[src/rtl/npc_lsu_if.sv]
// Request, response and data-memory signals of the NPC load/store unit.
// slave = the LSU itself; master = its EXU/WBU/memory environment.
interface npc_lsu_if;
    logic        in_valid;
    logic        in_ready;
    logic        in_wen;
    logic [31:0] in_addr;
    logic [63:0] in_wdata;
    logic [1:0]  in_size;
    logic        in_unsigned;
    logic        out_valid;
    logic        out_ready;
    logic [63:0] out_rdata;
    logic        out_err;
    logic [31:0] mem_raddr;
    logic [63:0] mem_rdata;
    logic [31:0] mem_waddr;
    logic [63:0] mem_wdata;
    logic [7:0]  mem_wmask;

    modport slave (
        input  in_valid, in_wen, in_addr, in_wdata, in_size, in_unsigned,
        input  out_ready, mem_rdata,
        output in_ready, out_valid, out_rdata, out_err,
        output mem_raddr, mem_waddr, mem_wdata, mem_wmask
    );

    modport master (
        output in_valid, in_wen, in_addr, in_wdata, in_size, in_unsigned,
        output out_ready, mem_rdata,
        input  in_ready, out_valid, out_rdata, out_err,
        input  mem_raddr, mem_waddr, mem_wdata, mem_wmask
    );
endinterface

[src/rtl/npc_lsu.sv]
// NPC load/store unit: one access in flight, IDLE -> ACCESS (1+WAIT_CYCLES) -> RESP; all outputs registered.
// Latency handshake->out_valid is 2+WAIT_CYCLES edges; RESP holds until out_ready. Optional LSU_MISALIGN_CHECK_EN faults unaligned requests.
module npc_lsu #(
    parameter logic [31:0] RESET_ADDR  = 32'h8000_0000,
    parameter int          WAIT_CYCLES = 0
) (
    input  logic     clk,
    input  logic     rst,
    npc_lsu_if.slave bus
);

    typedef enum logic [1:0] {ST_IDLE, ST_ACCESS, ST_RESP} state_t;

    state_t      r_state, w_state_nxt;
    logic        r_wen, w_wen_nxt;
    logic [1:0]  r_size, w_size_nxt;
    logic        r_uns, w_uns_nxt;
    logic [2:0]  r_off, w_off_nxt;
    logic [3:0]  r_cnt, w_cnt_nxt;
    logic [31:0] r_addr, w_addr_nxt;
    logic [63:0] r_wdata, w_wdata_nxt;
    logic [7:0]  r_wmask, w_wmask_nxt;
    logic [63:0] r_rdata, w_rdata_nxt;
    logic        r_err, w_err_nxt;

    logic [7:0]  w_size_mask;
    logic        w_misalign;
    logic [63:0] w_shifted;
    logic [63:0] w_load;

    always_comb begin
        case (bus.in_size)
            2'd0:    w_size_mask = 8'h01;
            2'd1:    w_size_mask = 8'h03;
            2'd2:    w_size_mask = 8'h0F;
            default: w_size_mask = 8'hFF;
        endcase
    end

`ifdef LSU_MISALIGN_CHECK_EN
    always_comb begin
        case (bus.in_size)
            2'd0:    w_misalign = 1'b0;
            2'd1:    w_misalign = bus.in_addr[0];
            2'd2:    w_misalign = |bus.in_addr[1:0];
            default: w_misalign = |bus.in_addr[2:0];
        endcase
    end
`else
    assign w_misalign = 1'b0;
`endif

    // Lanes past byte 7 shift in as zero, so a straddling load sees only its in-word bytes.
    assign w_shifted = bus.mem_rdata >> {r_off, 3'b000};

    always_comb begin
        case (r_size)
            2'd0:    w_load = {{56{~r_uns & w_shifted[7]}},  w_shifted[7:0]};
            2'd1:    w_load = {{48{~r_uns & w_shifted[15]}}, w_shifted[15:0]};
            2'd2:    w_load = {{32{~r_uns & w_shifted[31]}}, w_shifted[31:0]};
            default: w_load = w_shifted;
        endcase
    end

    always_comb begin
        w_state_nxt = r_state;
        w_wen_nxt   = r_wen;
        w_size_nxt  = r_size;
        w_uns_nxt   = r_uns;
        w_off_nxt   = r_off;
        w_cnt_nxt   = r_cnt;
        w_addr_nxt  = r_addr;
        w_wdata_nxt = r_wdata;
        w_wmask_nxt = r_wmask;
        w_rdata_nxt = r_rdata;
        w_err_nxt   = r_err;
        case (r_state)
            ST_IDLE: begin
                if (bus.in_valid) begin
                    if (w_misalign) begin
                        w_state_nxt = ST_RESP;
                        w_err_nxt   = 1'b1;
                        w_rdata_nxt = '0;
                        w_wmask_nxt = '0;
                    end else begin
                        w_state_nxt = ST_ACCESS;
                        w_wen_nxt   = bus.in_wen;
                        w_size_nxt  = bus.in_size;
                        w_uns_nxt   = bus.in_unsigned;
                        w_off_nxt   = bus.in_addr[2:0];
                        w_cnt_nxt   = 4'(WAIT_CYCLES);
                        w_addr_nxt  = {bus.in_addr[31:3], 3'b000};
                        w_wdata_nxt = bus.in_wdata << {bus.in_addr[2:0], 3'b000};
                        w_wmask_nxt = bus.in_wen ? (w_size_mask << bus.in_addr[2:0]) : 8'h00;
                        w_err_nxt   = 1'b0;
                    end
                end
            end
            ST_ACCESS: begin
                // The write strobe is a single-cycle pulse on the first ACCESS cycle.
                w_wmask_nxt = '0;
                if (r_cnt == 4'd0) begin
                    w_state_nxt = ST_RESP;
                    w_rdata_nxt = r_wen ? 64'd0 : w_load;
                    w_addr_nxt  = RESET_ADDR;
                end else begin
                    w_cnt_nxt = r_cnt - 4'd1;
                end
            end
            ST_RESP: begin
                if (bus.out_ready) begin
                    w_state_nxt = ST_IDLE;
                    w_rdata_nxt = '0;
                    w_err_nxt   = 1'b0;
                end
            end
            default: w_state_nxt = ST_IDLE;
        endcase
    end

    always_ff @(posedge clk) begin
        if (rst) begin
            r_state <= ST_IDLE;
            r_wen   <= 1'b0;
            r_size  <= 2'd0;
            r_uns   <= 1'b0;
            r_off   <= 3'd0;
            r_cnt   <= 4'd0;
            r_addr  <= RESET_ADDR;
            r_wdata <= '0;
            r_wmask <= '0;
            r_rdata <= '0;
            r_err   <= 1'b0;
        end else begin
            r_state <= w_state_nxt;
            r_wen   <= w_wen_nxt;
            r_size  <= w_size_nxt;
            r_uns   <= w_uns_nxt;
            r_off   <= w_off_nxt;
            r_cnt   <= w_cnt_nxt;
            r_addr  <= w_addr_nxt;
            r_wdata <= w_wdata_nxt;
            r_wmask <= w_wmask_nxt;
            r_rdata <= w_rdata_nxt;
            r_err   <= w_err_nxt;
        end
    end

    assign bus.in_ready  = (r_state == ST_IDLE);
    assign bus.out_valid = (r_state == ST_RESP);
    assign bus.out_rdata = r_rdata;
    assign bus.out_err   = r_err;
    assign bus.mem_raddr = r_addr;
    assign bus.mem_waddr = r_addr;
    assign bus.mem_wdata = r_wdata;
    assign bus.mem_wmask = r_wmask;

endmodule

[src/flat_wrapper.sv]
// flat-port wrapper written by rule: the top's interface ports become plain ports
module npc_lsu_flat 
#(
    parameter logic [31:0] RESET_ADDR  = 32'h8000_0000,
    parameter int          WAIT_CYCLES = 0
)
  (clk, rst, bus_in_valid, bus_in_wen, bus_in_addr, bus_in_wdata, bus_in_size, bus_in_unsigned, bus_out_ready, bus_mem_rdata, bus_in_ready, bus_out_valid, bus_out_rdata, bus_out_err, bus_mem_raddr, bus_mem_waddr, bus_mem_wdata, bus_mem_wmask);
  npc_lsu_if bus_i ();
  input  logic clk;
  input  logic rst;
  input wire logic [$bits(bus_i.in_valid)-1:0] bus_in_valid;
  input wire logic [$bits(bus_i.in_wen)-1:0] bus_in_wen;
  input wire logic [$bits(bus_i.in_addr)-1:0] bus_in_addr;
  input wire logic [$bits(bus_i.in_wdata)-1:0] bus_in_wdata;
  input wire logic [$bits(bus_i.in_size)-1:0] bus_in_size;
  input wire logic [$bits(bus_i.in_unsigned)-1:0] bus_in_unsigned;
  input wire logic [$bits(bus_i.out_ready)-1:0] bus_out_ready;
  input wire logic [$bits(bus_i.mem_rdata)-1:0] bus_mem_rdata;
  output wire logic [$bits(bus_i.in_ready)-1:0] bus_in_ready;
  output wire logic [$bits(bus_i.out_valid)-1:0] bus_out_valid;
  output wire logic [$bits(bus_i.out_rdata)-1:0] bus_out_rdata;
  output wire logic [$bits(bus_i.out_err)-1:0] bus_out_err;
  output wire logic [$bits(bus_i.mem_raddr)-1:0] bus_mem_raddr;
  output wire logic [$bits(bus_i.mem_waddr)-1:0] bus_mem_waddr;
  output wire logic [$bits(bus_i.mem_wdata)-1:0] bus_mem_wdata;
  output wire logic [$bits(bus_i.mem_wmask)-1:0] bus_mem_wmask;
  assign bus_i.in_valid = bus_in_valid;
  assign bus_i.in_wen = bus_in_wen;
  assign bus_i.in_addr = bus_in_addr;
  assign bus_i.in_wdata = bus_in_wdata;
  assign bus_i.in_size = bus_in_size;
  assign bus_i.in_unsigned = bus_in_unsigned;
  assign bus_i.out_ready = bus_out_ready;
  assign bus_i.mem_rdata = bus_mem_rdata;
  assign bus_in_ready = bus_i.in_ready;
  assign bus_out_valid = bus_i.out_valid;
  assign bus_out_rdata = bus_i.out_rdata;
  assign bus_out_err = bus_i.out_err;
  assign bus_mem_raddr = bus_i.mem_raddr;
  assign bus_mem_waddr = bus_i.mem_waddr;
  assign bus_mem_wdata = bus_i.mem_wdata;
  assign bus_mem_wmask = bus_i.mem_wmask;
  npc_lsu #(.RESET_ADDR(RESET_ADDR), .WAIT_CYCLES(WAIT_CYCLES)) u_core (.clk(clk), .rst(rst), .bus(bus_i));
endmodule
[config.mk]
export PLATFORM = sky130hd
export DESIGN_NAME = npc_lsu_flat
export DESIGN_NICKNAME = d
export VERILOG_FILES = /design/src/rtl/npc_lsu_if.sv /design/src/rtl/npc_lsu.sv /design/src/flat_wrapper.sv
export SDC_FILE = /design/constraint.sdc
export NUM_CORES = 1
export LEC_CHECK = 0
export ABC_AREA = 1
export ABC_CLOCK_PERIOD_IN_PS = 2020
export CORE_MARGIN = 2
export CORE_UTILIZATION = 35
export CTS_BUF_LIST = sky130_fd_sc_hd__clkbuf_8
export CTS_CLUSTER_SIZE = 24
export DETAILED_ROUTE_END_ITERATION = 6
export DONT_BUFFER_PORTS = 1
export PLACE_DENSITY = 0.51
export SETUP_SLACK_MARGIN = 0.15
export SYNTH_ARGS = -nofsm -noshare
export SYNTH_HDL_FRONTEND = slang
export SYNTH_SLANG_ARGS = --single-unit
[constraint.sdc]
create_clock -name clk -period 2.02 [get_ports clk]
set_clock_uncertainty 0.15 [all_clocks]
set_input_delay 0.101 -clock clk [delete_from_list [all_inputs] [get_ports clk]]
set_output_delay 0.101 -clock clk [all_outputs]
set_load 0.03 [all_outputs]
==> Word-level counts from Yosys, hierarchy flattened <==
Index checks and enable logic that the tools add are counted.
{ "classes": {"n_addsub": 1, "eq_ne": 10, "shifts": 3, "mux": 22, "bitwise": 4, "n_reduce_logical": 14} }
{ "ops": {"columns": ["op", "count"], "rows": [
  ["2-to-1 mux 64 bit", 3],
  ["one-hot mux 64 bit (3 select lines)", 1],
  ["one-hot mux 64 bit (2 select lines)", 1],
  ["2-to-1 mux 32 bit", 2],
  ["one-hot mux 32 bit (2 select lines)", 1],
  ["<< shifter 64 x 6 -> 64 bit", 1],
  [">> shifter 64 x 6 -> 64 bit", 1],
  ["one-hot mux 8 bit (3 select lines)", 1],
  ["2-to-1 mux 8 bit", 2],
  ["one-hot mux 8 bit (2 select lines)", 1],
  ["AND reduction 3 bit", 5],
  ["2-to-1 mux 4 bit", 2],
  ["one-hot mux 4 bit (2 select lines)", 1],
  ["<< shifter 8 x 3 -> 8 bit", 1],
  ["equality test 2 x 1 -> 1 bit, second input constant", 3],
  ["equality test 2 bit, second input constant", 3],
  ["logical NOT 2 bit", 3],
  ["2-to-1 mux 2 bit", 3],
  ["!= test 2 bit, second input constant", 3],
  ["one-hot mux 2 bit (3 select lines)", 1],
  ["nonzero test 2 bit", 3],
  ["logical NOT 4 bit", 1],
  ["AND reduction 2 bit", 2],
  ["subtractor 4 x 1 -> 4 bit, second input constant", 1],
  ["other kinds (5)", 8]
]} }
{ "word_totals": {"ff_bits": 182, "in_bits": 168, "output_inout_bits": 203, "wordCells": 65} }

==> Depth between registers and ports, before layout <==
Gate-level depths: netlist of run 1.
{ "depth": {"word_depth": 6, "mapped_depth": 13, "ltp_nobuf": 11} }

==> Worst setup path after synthesis of run 1 <==
OpenSTA, ideal clock, no wires.
{ "synth_path": {"path_kind": "register to register", "from": "register u_core.r_state[1]", "to": "register u_core.r_rdata[29], in the netlist u_core.bus.out_rdata[29]", "setup_ns": 0.137, "t_arrival_ns": 1.653, "required_time_ns": 1.733, "setup_slack_ns": 0.080, "stages_incl_launch_ff": 10, "path_buffers": 2, "synth_period_minus_slack_ns": 1.940, "cell_sequence": "dfxtp_1 > inv_1 > nor2_1 > inv_1 > nand3_2 > inv_2 > buf_4 > buf_6 > o21ai_1 > a21oi_1"} }
{ "synth_via": {"elab_chain_len": 3, "elab_cells_between_ends": 7, "cone_classes": "4 x eq/ne; 1 x mux; 2 x reduce/logical"} }
{ "synth_rtl": {"columns": ["item", "line_no", "rtl"], "rows": [
  ["from (decl)", "npc_lsu.sv:14", "state_t r_state, w_state_nxt;"],
  ["from (signal assigned)", "npc_lsu.sv:135", "r_state <= w_state_nxt;"],
  ["equality test 2 bit *", null, null],
  ["named net bus_out_valid", "flat_wrapper.sv:20", "output wire logic [$bits(bus_i.out_valid)-1:0] bus_out_valid;"],
  ["!= test 2 bit (no line) or nonzero test 2 bit (tied branches)", null, null],
  ["AND reduction 3 bit (no line)", null, null],
  ["to (signal assigned)", "npc_lsu.sv:144", "r_rdata <= w_rdata_nxt;"],
  ["to (decl)", "npc_lsu.sv:23", "logic [63:0] r_rdata, w_rdata_nxt;"]
]} }
The timed path passes the listed nets; every way through them passes the cells marked *.
A chain may end at the register's enable or synchronous reset.

==> Worst setup path in the final report of run 1 <==
{ "layout_path": {"from": "register u_core.r_off[0]", "to": "register u_core.r_rdata[39], in the netlist u_core.bus.out_rdata[39]"} }
{ "layout_via": {"elab_chain_len": 6, "elab_cells_between_ends": 8, "cone_classes": "1 x shift; 4 x mux; 3 x bitwise"} }
{ "layout_rtl": {"columns": ["item", "line_no", "rtl"], "rows": [
  ["from (decl)", "npc_lsu.sv:18", "logic [2:0] r_off, w_off_nxt;"],
  ["from (signal assigned)", "npc_lsu.sv:139", "r_off <= w_off_nxt;"],
  [">> shifter 64 x 6 -> 64 bit *", "npc_lsu.sv:54", "assign w_shifted = bus.mem_rdata >> {r_off, 3'b000};"],
  ["AND 1 bit (on tied branches)", "npc_lsu.sv:60, npc_lsu.sv:58, npc_lsu.sv:59", null],
  ["one-hot mux 64 bit (3 select lines) *", "npc_lsu.sv:57", "case (r_size)"],
  ["2-to-1 mux 64 bit *", "npc_lsu.sv:104", "w_rdata_nxt = r_wen ? 64'd0 : w_load;"],
  ["2-to-1 mux 64 bit *", "npc_lsu.sv:102", "if (r_cnt == 4'd0) begin"],
  ["one-hot mux 64 bit (2 select lines) *", "npc_lsu.sv:77", "case (r_state)"]
]} }
Mark *: on every way between the ends. The rest lies on a longest branch, timed or not. The select of a mux whose other input is x is not followed.

==> flow_metrics.py, run 1 <==
metrics = {
    "outcome": {
        "status": "finished, violations left",
        "violations": "hold timing",
    },
    "grt": {
        "grt_pass1_wl_um": 60300,
        "gr-usage-all-layers_pct": 25.0,
        "gr-total-overflow": 0,
        "grt_pass1_vias": 10400,
        "antenna_found_initial": 2,
        "grt_max_degree": 140,
    },
    "routing": {
        "ant_nets": 0,
        "num_vias": 10700,
        "drt_pass1_iterations": 7,
        "drc": 0,
        "drt-total-wl_um": 40900,
        "drt_iter0_drc": 815,
        "wl_per_cell_um": 20.2,
        "viasPerCell": 5.32,
    },
    "logic_synthesis": {
        "postSynthCellCount": 1530,
        "synth_seq_cells": 178,
        "yosysSeqAreaShare_pct": 34.6,
        "synth_top_area_cell": "dfxtp_1",
        "avgSynthCellArea_um2": 6.74,
        "synthTopCellsByArea": "dfxtp_1 35%, nand2_1 17%, a21oi_1 7.0%, o21ai_0 6.6%, nand3_1 3.5%",
        "async_flop_share_pct": 0,
        "synth_top_area_share_pct": 34.6,
        "synth_warnings": 0,
        "ys.flop_type": "dfxtp_1",
        "yosysUniqueCellTypes": 42,
        "syn_area_mm2": 0.0103,
        "synth_edf_count": 0,
    },
    "setup_path": {
        "rr_startpoint": "u_core.r_off[0]",
        "critical_path.top_delay_family": "simple AND/OR/NAND/NOR gates",
        "critPathKind": "flip-flop to flip-flop",
        "cp-start-kind": "flip-flop",
        "crit_buf_inv": 3,
        "critical_path_arrival_ns": 2.13,
        "worstSetupEndpointType": "flip-flop",
        "path_cells": "buf_12 -> nand2_2 -> nand3_1 -> nand3_1 -> nand2_2 -> nand2_4 -> nand2_4 -> inv_4 -> nand2_8 -> buf_12 -> nand3_2 -> a21oi_2",
        "critical_path.slowest_cell": "dfxtp_4",
        "cp.required_ns": 2.28,
        "reg2regPathDepth": 12,
        "setup.worst_path.start": "u_core.r_off[0]",
        "worstPathMaxFanout": 24,
        "cp_slowest_stage_delay_ns": 0.43,
        "cp_num_cells": 12,
    },
    "timing": {
        "max_slew.worst_pin.slew_ns": 0.609,
        "drv_slew": 0,
        "period_share_pct": 92.6,
        "max_clock_freq_mhz": 535,
        "hold_viol_final": 137,
        "holdWs_ns": -0.433,
        "period_minus_slack_ns": 1.87,
        "slew_headroom_pct": 59.3,
        "rsz0062_at_grt": "true",
        "timing.setup.tns_ns": 0,
        "finalSetupViolations": 0,
    },
    "worst_hold_path": {
        "hold_start": "rst",
        "hold-path-cell-count": 1,
        "hold_class": "input pin to flip-flop",
    },
    "cts": {
        "cts_root_buf": "clkbuf_8",
        "clk_pin_slew_ns": 0.12,
        "clk_latency_ns": 0.45,
        "cts_sinks": 178,
        "cts_buffers": 17,
        "clockBufferDepth": 2,
        "h-tree-depth": 4,
        "cts_tree": "yes",
    },
    "placement": {
        "dpl.hpwl_um": 28000,
        "gp_congestion": 0.922,
        "placed_cell_area_mm2": 0.0107,
        "io_buffers": 0,
    },
    "layout": {
        "stdcell_area_mm2": 0.0127,
        "final_core_util_pct": 44.1,
        "final_cell_mix": "467 x nand2_1, 175 x dfxtp_1, 144 x a21oi_1, 126 x dlygate4sd3_1, 112 x o21ai_0",
        "layout_commonest_cell": "nand2_1",
        "drive_above_1_share_pct": 14.7,
        "fin_nets": 1793,
        "area_delta_synth_final_pct": 23.5,
    },
    "die": {
        "die_w_um": 176,
        "die_y_um": 176,
        "ios": 371,
        "coreArea_mm2": 0.0289,
        "rows": 62,
        "start_util_pct": 35.7,
        "die_area_mm2": 0.0308,
    },
    "pwr": {
        "ir_drop_v": 0.000383,
        "power_density_mw_per_mm2": 820,
        "leakage_nw": 5.16,
    },
    "flow_run": {
        "cap_violations": 0,
    },
}
## cells by family (layout without fill, tap and decap cells)
| kind of cell | Yosys count | count (layout) | share of synthesized area [%] |
|---|---|---|---|
| AND/OR/NAND/NOR | 666 | 666 | 28.0 |
| AO/OA/AOI/OAI | 428 | 428 | 23.8 |
| buffers and inverters | 236 | 336 | 11.5 |
| flip-flops | 178 | 178 | 34.6 |
| multiplexers | 18 | 18 | 1.75 |
| adder cells (fa/ha/maj) | 2 | 2 | 0.243 |
| other | 1 | 8 | 0.0364 |
| XOR/XNOR | 1 | 1 | 0.0850 |
## power by group
part / internal [mW] / switching [mW] / total, mW
Combinational: 1.33 / 2.18 / 3.52
Sequential: 3.79 / 0.637 / 4.43
Clock: 1.00 / 1.49 / 2.49
Total: 6.13 / 4.31 / 10.4
## per-layer routing
metal	share of wire [%]	track usage (%)	vias up
met3	9.0	7.73	66
met5	0.027	0	-
li1	-	-	5229
met1	38	28.4	5009
met4	2.9	8.44	2
met2	50	44.5	438
## through the flow
stage                     instances  worst slack, ns  total power [mW]  hold slack (ns)
after floorplan                1536            0.185              6.70           0.0992
after global placement         1848           0.0733              7.42           0.0652
after detailed placement       1848           0.0849              7.44           0.0684
after CTS                      2008            0.121              10.3           -0.441
after global routing           2021           0.0656              11.0           -0.485
final                          2021            0.150              10.4           -0.433
## state kept, by name (all words and copies together) (netlist names)
| register | flops |
|---|---|
| u_core.r_cnt | 4 |
| u_core.r_off | 3 |
| u_core.r_uns | 1 |
| u_core.bus.mem_wmask | 8 |
| u_core.r_state | 2 |
| u_core.bus.mem_raddr | 29 |
| u_core.r_size | 2 |
| u_core.bus.out_rdata | 64 |
| u_core.bus.mem_wdata | 64 |
| u_core.r_wen | 1 |
## layout make-up
class,instances,area (um2)
Timing Repair inverter,1,11.3
Tap cell,384,480
Antenna cell,1,2.50
Timing Repair Buffer,220,2270
Multi-Input combinational cell,1122,5670
Clock inverter,12,106
Inverter,83,332
Fill cell,3033,16100
Clock buffer,20,275
Sequential cell,178,3570
## worst paths after layout
check	endpoint	slack, ns
worst max-delay path	u_core.bus.out_rdata[39]	0.15
worst min-delay path	u_core.bus.out_rdata[5]	-0.43
worst max register to register	u_core.bus.out_rdata[39]	0.15
worst min register to register	u_core.bus.mem_raddr[5]	0.32
## cell usage after synthesis, types with 3 or more instances
| master | number |
|---|---|
| nand2_1 | 471 |
| dfxtp_1 | 178 |
| a21oi_1 | 145 |
| o21ai_0 | 135 |
| nand3_1 | 73 |
| inv_1 | 72 |
| clkbuf_1 | 66 |
| nor2_1 | 66 |
| buf_4 | 44 |
| o21ai_1 | 38 |
| a22oi_1 | 34 |
| a21oi_2 | 32 |
| nand3_2 | 32 |
| buf_2 | 27 |
| o211ai_1 | 22 |
| mux2i_1 | 18 |
| o31ai_1 | 14 |
| inv_2 | 9 |
| buf_1 | 7 |
| buf_6 | 6 |
| or2_2 | 5 |
| nor3_1 | 4 |
| buf_12 | 3 |
| nor2_4 | 3 |
## what timing repair did
| action | in CTS | in global routing |
|---|---|---|
| hold buffers | 127 | 1 |
| setup endpoints to repair | 31 | 85 |
| cloned | 1 | 7 |
| pin swaps | 0 | 2 |
| endpoints found under the hold margin | 176 | 138 |
| buffers inserted | 0 | 4 |
| gates resized for setup | 5 | 52 |
Note: power is estimated with default switching activity, not from simulation.
==> run 2: changes to the inputs <==
- PLACE_DENSITY: 0.51 -> default
==> flow_metrics.py, run 2 (synthesis results as in run 1) <==
metrics = {
    "outcome": {
        "status": "finished, violations left",
        "violations": "DRC, hold timing",
    },
    "routing": {
        "drt_iter0_drc": 823,
        "drc": 4,
        "num_vias": 10900,
        "drt-total-wl_um": 41000,
        "viasPerCell": 5.46,
        "wl_per_cell_um": 20.4,
        "drt_pass1_iterations": 7,
        "ant_nets": 0,
    },
    "grt": {
        "grt_pass1_wl_um": 59000,
        "grt_pass1_vias": 10200,
        "antenna_found_initial": 2,
        "gr-usage-all-layers_pct": 24.6,
        "grt_max_degree": 140,
        "gr-total-overflow": 0,
    },
    "die": {
        "rows": 62,
        "die_y_um": 176,
        "ios": 371,
        "start_util_pct": 35.7,
        "die_area_mm2": 0.0308,
        "coreArea_mm2": 0.0289,
        "die_w_um": 176,
    },
    "placement": {
        "place_inst": 1841,
        "io_buffers": 0,
        "gp_congestion": 0.902,
        "dpl.hpwl_um": 28100,
    },
    "setup_path": {
        "reg2regPathDepth": 10,
        "worst-r2r-setup-slack_ns": 0.17,
        "critical_path_arrival_ns": 2.12,
        "path_cells": "inv_4 -> ha_4 -> nand3_4 -> nor2_4 -> buf_6 -> a21oi_4 -> buf_12 -> clkbuf_16 -> nand2_1 -> a21oi_2",
        "worstSetupEndpointType": "flip-flop",
        "cp-start-kind": "flip-flop",
        "r2r_end": "u_core.bus.out_rdata[35]",
        "critPathKind": "flip-flop to flip-flop",
        "rr_startpoint": "u_core.r_cnt[0]",
        "cp_slowest_stage_delay_ns": 0.36,
        "worstPathMaxFanout": 7,
        "cp.required_ns": 2.29,
        "critical_path.slowest_cell": "dfxtp_2",
    },
    "timing": {
        "period_minus_slack_ns": 1.85,
        "period_share_pct": 91.5,
        "hold_viol_final": 137,
        "timing.setup.tns_ns": 0,
        "max_clock_freq_mhz": 541,
        "max_slew.worst_pin.slew_ns": 0.609,
        "slew_headroom_pct": 59.4,
        "holdWs_ns": -0.480,
        "finalSetupViolations": 0,
        "drv_slew": 0,
        "rsz0062_at_grt": "true",
    },
    "cts": {
        "clk_latency_ns": 0.48,
        "clockBufferDepth": 2,
        "h-tree-depth": 4,
        "cts_buffers": 17,
        "clk_pin_slew_ns": 0.11,
        "cts_tree": "yes",
        "cts_sinks": 178,
        "cts_root_buf": "clkbuf_8",
    },
    "layout": {
        "final_cell_mix": "464 x nand2_1, 173 x dfxtp_1, 135 x a21oi_1, 124 x o21ai_0, 98 x dlygate4sd3_1",
        "area_delta_synth_final_pct": 24.2,
        "finalNonFillerCells": 2004,
        "drive_above_1_share_pct": 16.2,
        "layout_commonest_cell": "nand2_1",
        "fillCellCount": 2989,
        "fin_nets": 1776,
    },
    "worst_hold_path": {
        "hold-path-cell-count": 1,
        "hold_class": "input pin to flip-flop",
        "hold_start": "rst",
        "min_to": "u_core.bus.out_rdata[1]",
    },
    "pwr": {
        "power_density_mw_per_mm2": 842,
        "ir_drop_v": 0.000414,
        "leakage_nw": 5.18,
    },
    "flow_run": {
        "cap_violations": 0,
    },
}
==> run 2: cell types whose count changed in the layout (fill, tap and decap cells not counted), moves of 4 or more <==
cell           previous run  this run
dlygate4sd3_1           126        98
o21ai_0                 112       124
o21ai_1                  55        45
a21oi_1                 144       135
a21oi_2                  32        41
clkbuf_16                 3        10
buf_12                   16        12
clkinv_4                  1         5
nand2_8                   1         5
==> run 2: per-layer routing <==
metal / global-route usage (%) / up-vias / wire length, um / part of all wire, %
li1: - / 5220 / - / -
met1: 26.4 / 5084 / 14600 / 36
met2: 44.0 / 545 / 20800 / 51
met3: 8.96 / 84 / 4270 / 10
met4: 8.99 / 2 / 1280 / 3.1
met5: 0 / - / 11 / 0.027
==> run 2: what timing repair did <==
| action | CTS | global route |
|---|---|---|
| pin swaps | 1 | 29 |
| buffers inserted | 0 | 9 |
| endpoints found under the hold margin | 177 | 139 |
| resized for setup | 8 | 68 |
| cloned | 3 | 18 |
| setup endpoints to repair | 38 | 84 |
| hold buffers | 98 | 2 |
==> run 2: power breakdown <==
group / switching [mW] / internal (mW)
combinational: 2.29 / 1.42
clock: 1.53 / 1.08
sequential: 0.665 / 3.79
==> run 2: how the worst max path moves through the flow <==
stage / start / end / slack, ns / cells past startpoint
2_1_floorplan: u_core.r_state[0] / u_core.bus.mem_wdata[58] / 0.19 / 10
3_3_place_gp: u_core.r_off[0] / u_core.bus.out_rdata[0] / 0.09 / 8
3_5_place_dp: u_core.r_off[0] / u_core.bus.out_rdata[0] / 0.06 / 8
4_1_cts: u_core.r_off[0] / u_core.bus.out_rdata[25] / 0.10 / 8
5_1_grt: u_core.r_off[0] / u_core.bus.out_rdata[33] / 0.09 / 11
6_report: u_core.r_cnt[0] / u_core.bus.out_rdata[35] / 0.17 / 10
==> run 2: layout make-up <==
| class | count | area [um2] | share of cell area, % |
|---|---|---|---|
| Sequential cell | 178 | 3570 | 27.9 |
| Timing Repair inverter | 2 | 17.5 | 0.137 |
| Inverter | 83 | 347 | 2.71 |
| Multi-Input combinational cell | 1125 | 5790 | 45.2 |
| Clock inverter | 14 | 164 | 1.28 |
| Antenna cell | 1 | 2.50 | 0.0195 |
| Timing Repair Buffer | 199 | 2180 | 17.0 |
| Tap cell | 384 | 480 | 3.75 |
| Clock buffer | 18 | 248 | 1.93 |
==> run 2: critical path: cells and delay by family (launching register included) <==
kind	cells	cell delay [ns]
buf+inv	4	0.54
flops	1	0.36
compound gates	2	0.37
simple gates	3	0.20
fa+ha+maj	1	0.16
==> run 2: through the flow <==
step | cell area, um2 | hold WS, ns | setup WS [ns] | total power [mW] | utilization, %
3_5_place_dp | 10600 | 0.0361 | 0.0628 | 7.31 | 36.8
3_3_place_gp | 10600 | 0.0509 | 0.0870 | 7.28 | 36.8
2_1_floorplan | 10300 | 0.0992 | 0.185 | 6.70 | -
5_1_grt | 12800 | -0.523 | 0.0873 | 11.4 | 44.4
6_report | 12800 | -0.480 | 0.172 | 10.8 | 44.4
4_1_cts | 12100 | -0.500 | 0.100 | 10.3 | 42.0
==> run 3: changes to the inputs <==
- PLACE_DENSITY: default -> 0.55
==> flow_metrics.py, run 3 (synthesis results as in run 1) <==
metrics = {
    "die": {
        "coreArea_mm2": 0.0289,
        "die_area_mm2": 0.0308,
        "start_util_pct": 35.7,
        "die_w_um": 176,
        "die_y_um": 176,
        "ios": 371,
        "rows": 62,
    },
    "layout": {
        "finalNonFillerCells": 2001,
        "fillCellCount": 3018,
        "layout_commonest_cell": "nand2_1",
        "multi_input_area_mm2": 0.00574,
        "stdcell_area_mm2": 0.0126,
        "area_delta_synth_final_pct": 22.4,
        "final_cell_mix": "470 x nand2_1, 174 x dfxtp_1, 143 x a21oi_1, 109 x o21ai_0, 105 x dlygate4sd3_1",
        "register_area_mm2": 0.00357,
        "drive_above_1_share_pct": 14.7,
        "fin_nets": 1773,
    },
    "placement": {
        "place_inst": 1837,
        "dpl.hpwl_um": 27800,
        "gp_congestion": 0.907,
        "io_buffers": 0,
        "placed_cell_area_mm2": 0.0106,
    },
    "setup_path": {
        "cp_slowest_stage_delay_ns": 0.44,
        "worstSetupEndpointType": "flip-flop",
        "cp-start-kind": "flip-flop",
        "critical_path_arrival_ns": 2.18,
        "cp_num_cells": 8,
        "critPathKind": "flip-flop to flip-flop",
        "endpoint": "u_core.bus.out_rdata[18]",
        "cp.required_ns": 2.29,
        "setup.worst_path.start": "u_core.r_off[0]",
        "critical_path.slowest_cell": "o21ai_0",
        "critical_path.top_delay_family": "compound AO/OA/AOI/OAI gates",
        "worst-r2r-setup-slack_ns": 0.11,
        "crit_buf_inv": 1,
        "path_cells": "clkbuf_16 -> o21ai_0 -> nand2_1 -> o21ai_0 -> o21ai_0 -> nand2_1 -> nand2_1 -> a21oi_1",
        "reg2regPathDepth": 8,
        "r2r_end": "u_core.bus.out_rdata[18]",
        "worstPathMaxFanout": 13,
        "rr_startpoint": "u_core.r_off[0]",
    },
    "cts": {
        "cts_tree": "yes",
        "clockBufferDepth": 2,
        "clk_latency_ns": 0.47,
        "cts_root_buf": "clkbuf_8",
        "clk_pin_slew_ns": 0.11,
        "h-tree-depth": 4,
        "cts_sinks": 178,
        "cts_buffers": 17,
    },
    "timing": {
        "slew_headroom_pct": 56.3,
        "max_slew.worst_pin.slew_ns": 0.653,
        "period_share_pct": 94.6,
        "rsz0062_at_grt": "true",
        "period_minus_slack_ns": 1.91,
        "hold_viol_final": 138,
        "holdWs_ns": -0.463,
        "max_clock_freq_mhz": 523,
        "finalSetupViolations": 0,
        "drv_slew": 0,
    },
    "grt": {
        "grt_pass1_vias": 10200,
        "grt_max_degree": 140,
        "gr-total-overflow": 0,
        "gr-usage-all-layers_pct": 24.5,
        "antenna_found_initial": 1,
        "grt_pass1_wl_um": 59000,
    },
    "flow_run": {
        "cap_violations": 0,
    },
    "worst_hold_path": {
        "hold_class": "input pin to flip-flop",
    },
    "pwr": {
        "ir_drop_v": 0.000448,
        "pwr-share-seq_pct": 41.8,
        "p_switching_mw": 4.42,
        "power_density_mw_per_mm2": 844,
        "finalPower_mw": 10.6,
        "clkPwrFrac_pct": 24.8,
        "internal-power_mw": 6.23,
        "leakage_nw": 5.11,
        "pwr-share-comb_pct": 33.5,
        "switching_share_pct": 41.5,
    },
    "routing": {
        "routed-wl-met3_um": 4050,
        "wl_per_cell_um": 20.4,
        "drt-total-wl_um": 40900,
        "dr_wl_met2_um": 20000,
        "drc": 0,
        "drt_iter0_drc": 962,
        "num_vias": 10800,
        "drt_pass1_iterations": 6,
        "ant_nets": 0,
        "routed.top_layer": "met4",
        "wl_met1_um": 15700,
        "viasPerCell": 5.40,
    },
    "outcome": {
        "status": "finished, violations left",
        "violations": "hold timing",
    },
}
-- run 3: changes by cell type in the layout (fill, tap and decap cells not counted), moves of 4 or more --
| cell | before | now |
|---|---|---|
| a21oi_1 | 135 | 143 |
| a21oi_2 | 41 | 33 |
| buf_6 | 6 | 1 |
| clkinv_4 | 5 | 0 |
| clkinvlp_4 | 0 | 4 |
| dlygate4sd3_1 | 98 | 105 |
| nand2_1 | 464 | 470 |
| nand2_2 | 9 | 2 |
| o21ai_0 | 124 | 109 |
| o21ai_1 | 45 | 55 |
-- run 3: worst register-to-register path: cells and delay by family, from the launching register on --
| kind | cells | cell delay [ns] |
|---|---|---|
| AOI/OAI and AO/OA | 4 | 0.83 |
| DFF | 1 | 0.42 |
| and+or+nand+nor | 3 | 0.27 |
| buffers and inverters | 1 | 0.19 |
-- run 3: how the worst min path moves through the flow --
stage | from | to | slack [ns] | cells after the start
floorplan | bus_in_addr[10] | u_core.bus.mem_raddr[10] | 0.1 | 2
global placement | rst | u_core.bus.mem_wdata[32] | 0.04 | 1
global route | rst | u_core.bus.out_rdata[7] | -0.52 | 1
finish | rst | u_core.bus.out_rdata[7] | -0.46 | 1
CTS | rst | u_core.bus.out_rdata[38] | -0.47 | 1
detailed placement | rst | u_core.bus.out_rdata[35] | 0.07 | 1
-- run 3: stage by stage --
step	setup TNS, ns	setup WS [ns]	utilization, %
5_1_grt	0	0.0913	43.7
4_1_cts	0	0.125	42.2
3_3_place_gp	0	0.0250	36.6
6_report	0	0.108	43.7
2_1_floorplan	0	0.185	-
3_5_place_dp	-0.0216	-0.0205	36.6
-- run 3: layer usage --
| metal | global-route usage, % | up-vias |
|---|---|---|
| li1 | - | 5204 |
| met3 | 8.35 | 63 |
| met1 | 28.1 | 5045 |
| met2 | 43.2 | 490 |
| met5 | 0 | - |
| met4 | 6.92 | 0 |
-- run 3: area by class of cell --
cell class	count	area share, %
inverters	83	2.73
clock buffers	17	1.85
well taps	384	3.81
repair buffers	196	16.2
diodes	1	0.0198
multi-input cells	1125	45.5
flip-flops and latches	178	28.3
clock inverters	15	1.38
repair inverters	2	0.159
-- run 3: what timing repair did --
action / CTS / global route
setup endpoints to repair: 43 / 104
cloned: 4 / 12
pin swaps: 3 / 10
hold buffers: 106 / 1
setup buffers: 1 / 7
endpoints found under the hold margin: 178 / 154
resized for setup: 13 / 60
-- run 3: power by group through the flow --
stage               Clock [mW]  Combinational [mW]  Sequential, mW
detailed placement           0                2.78            4.53
global route              2.84                3.86            4.49
finish                    2.64                3.56            4.45
CTS                       2.72                3.15            4.45
global placement             0                2.76            4.52
floorplan                    0                2.19            4.51
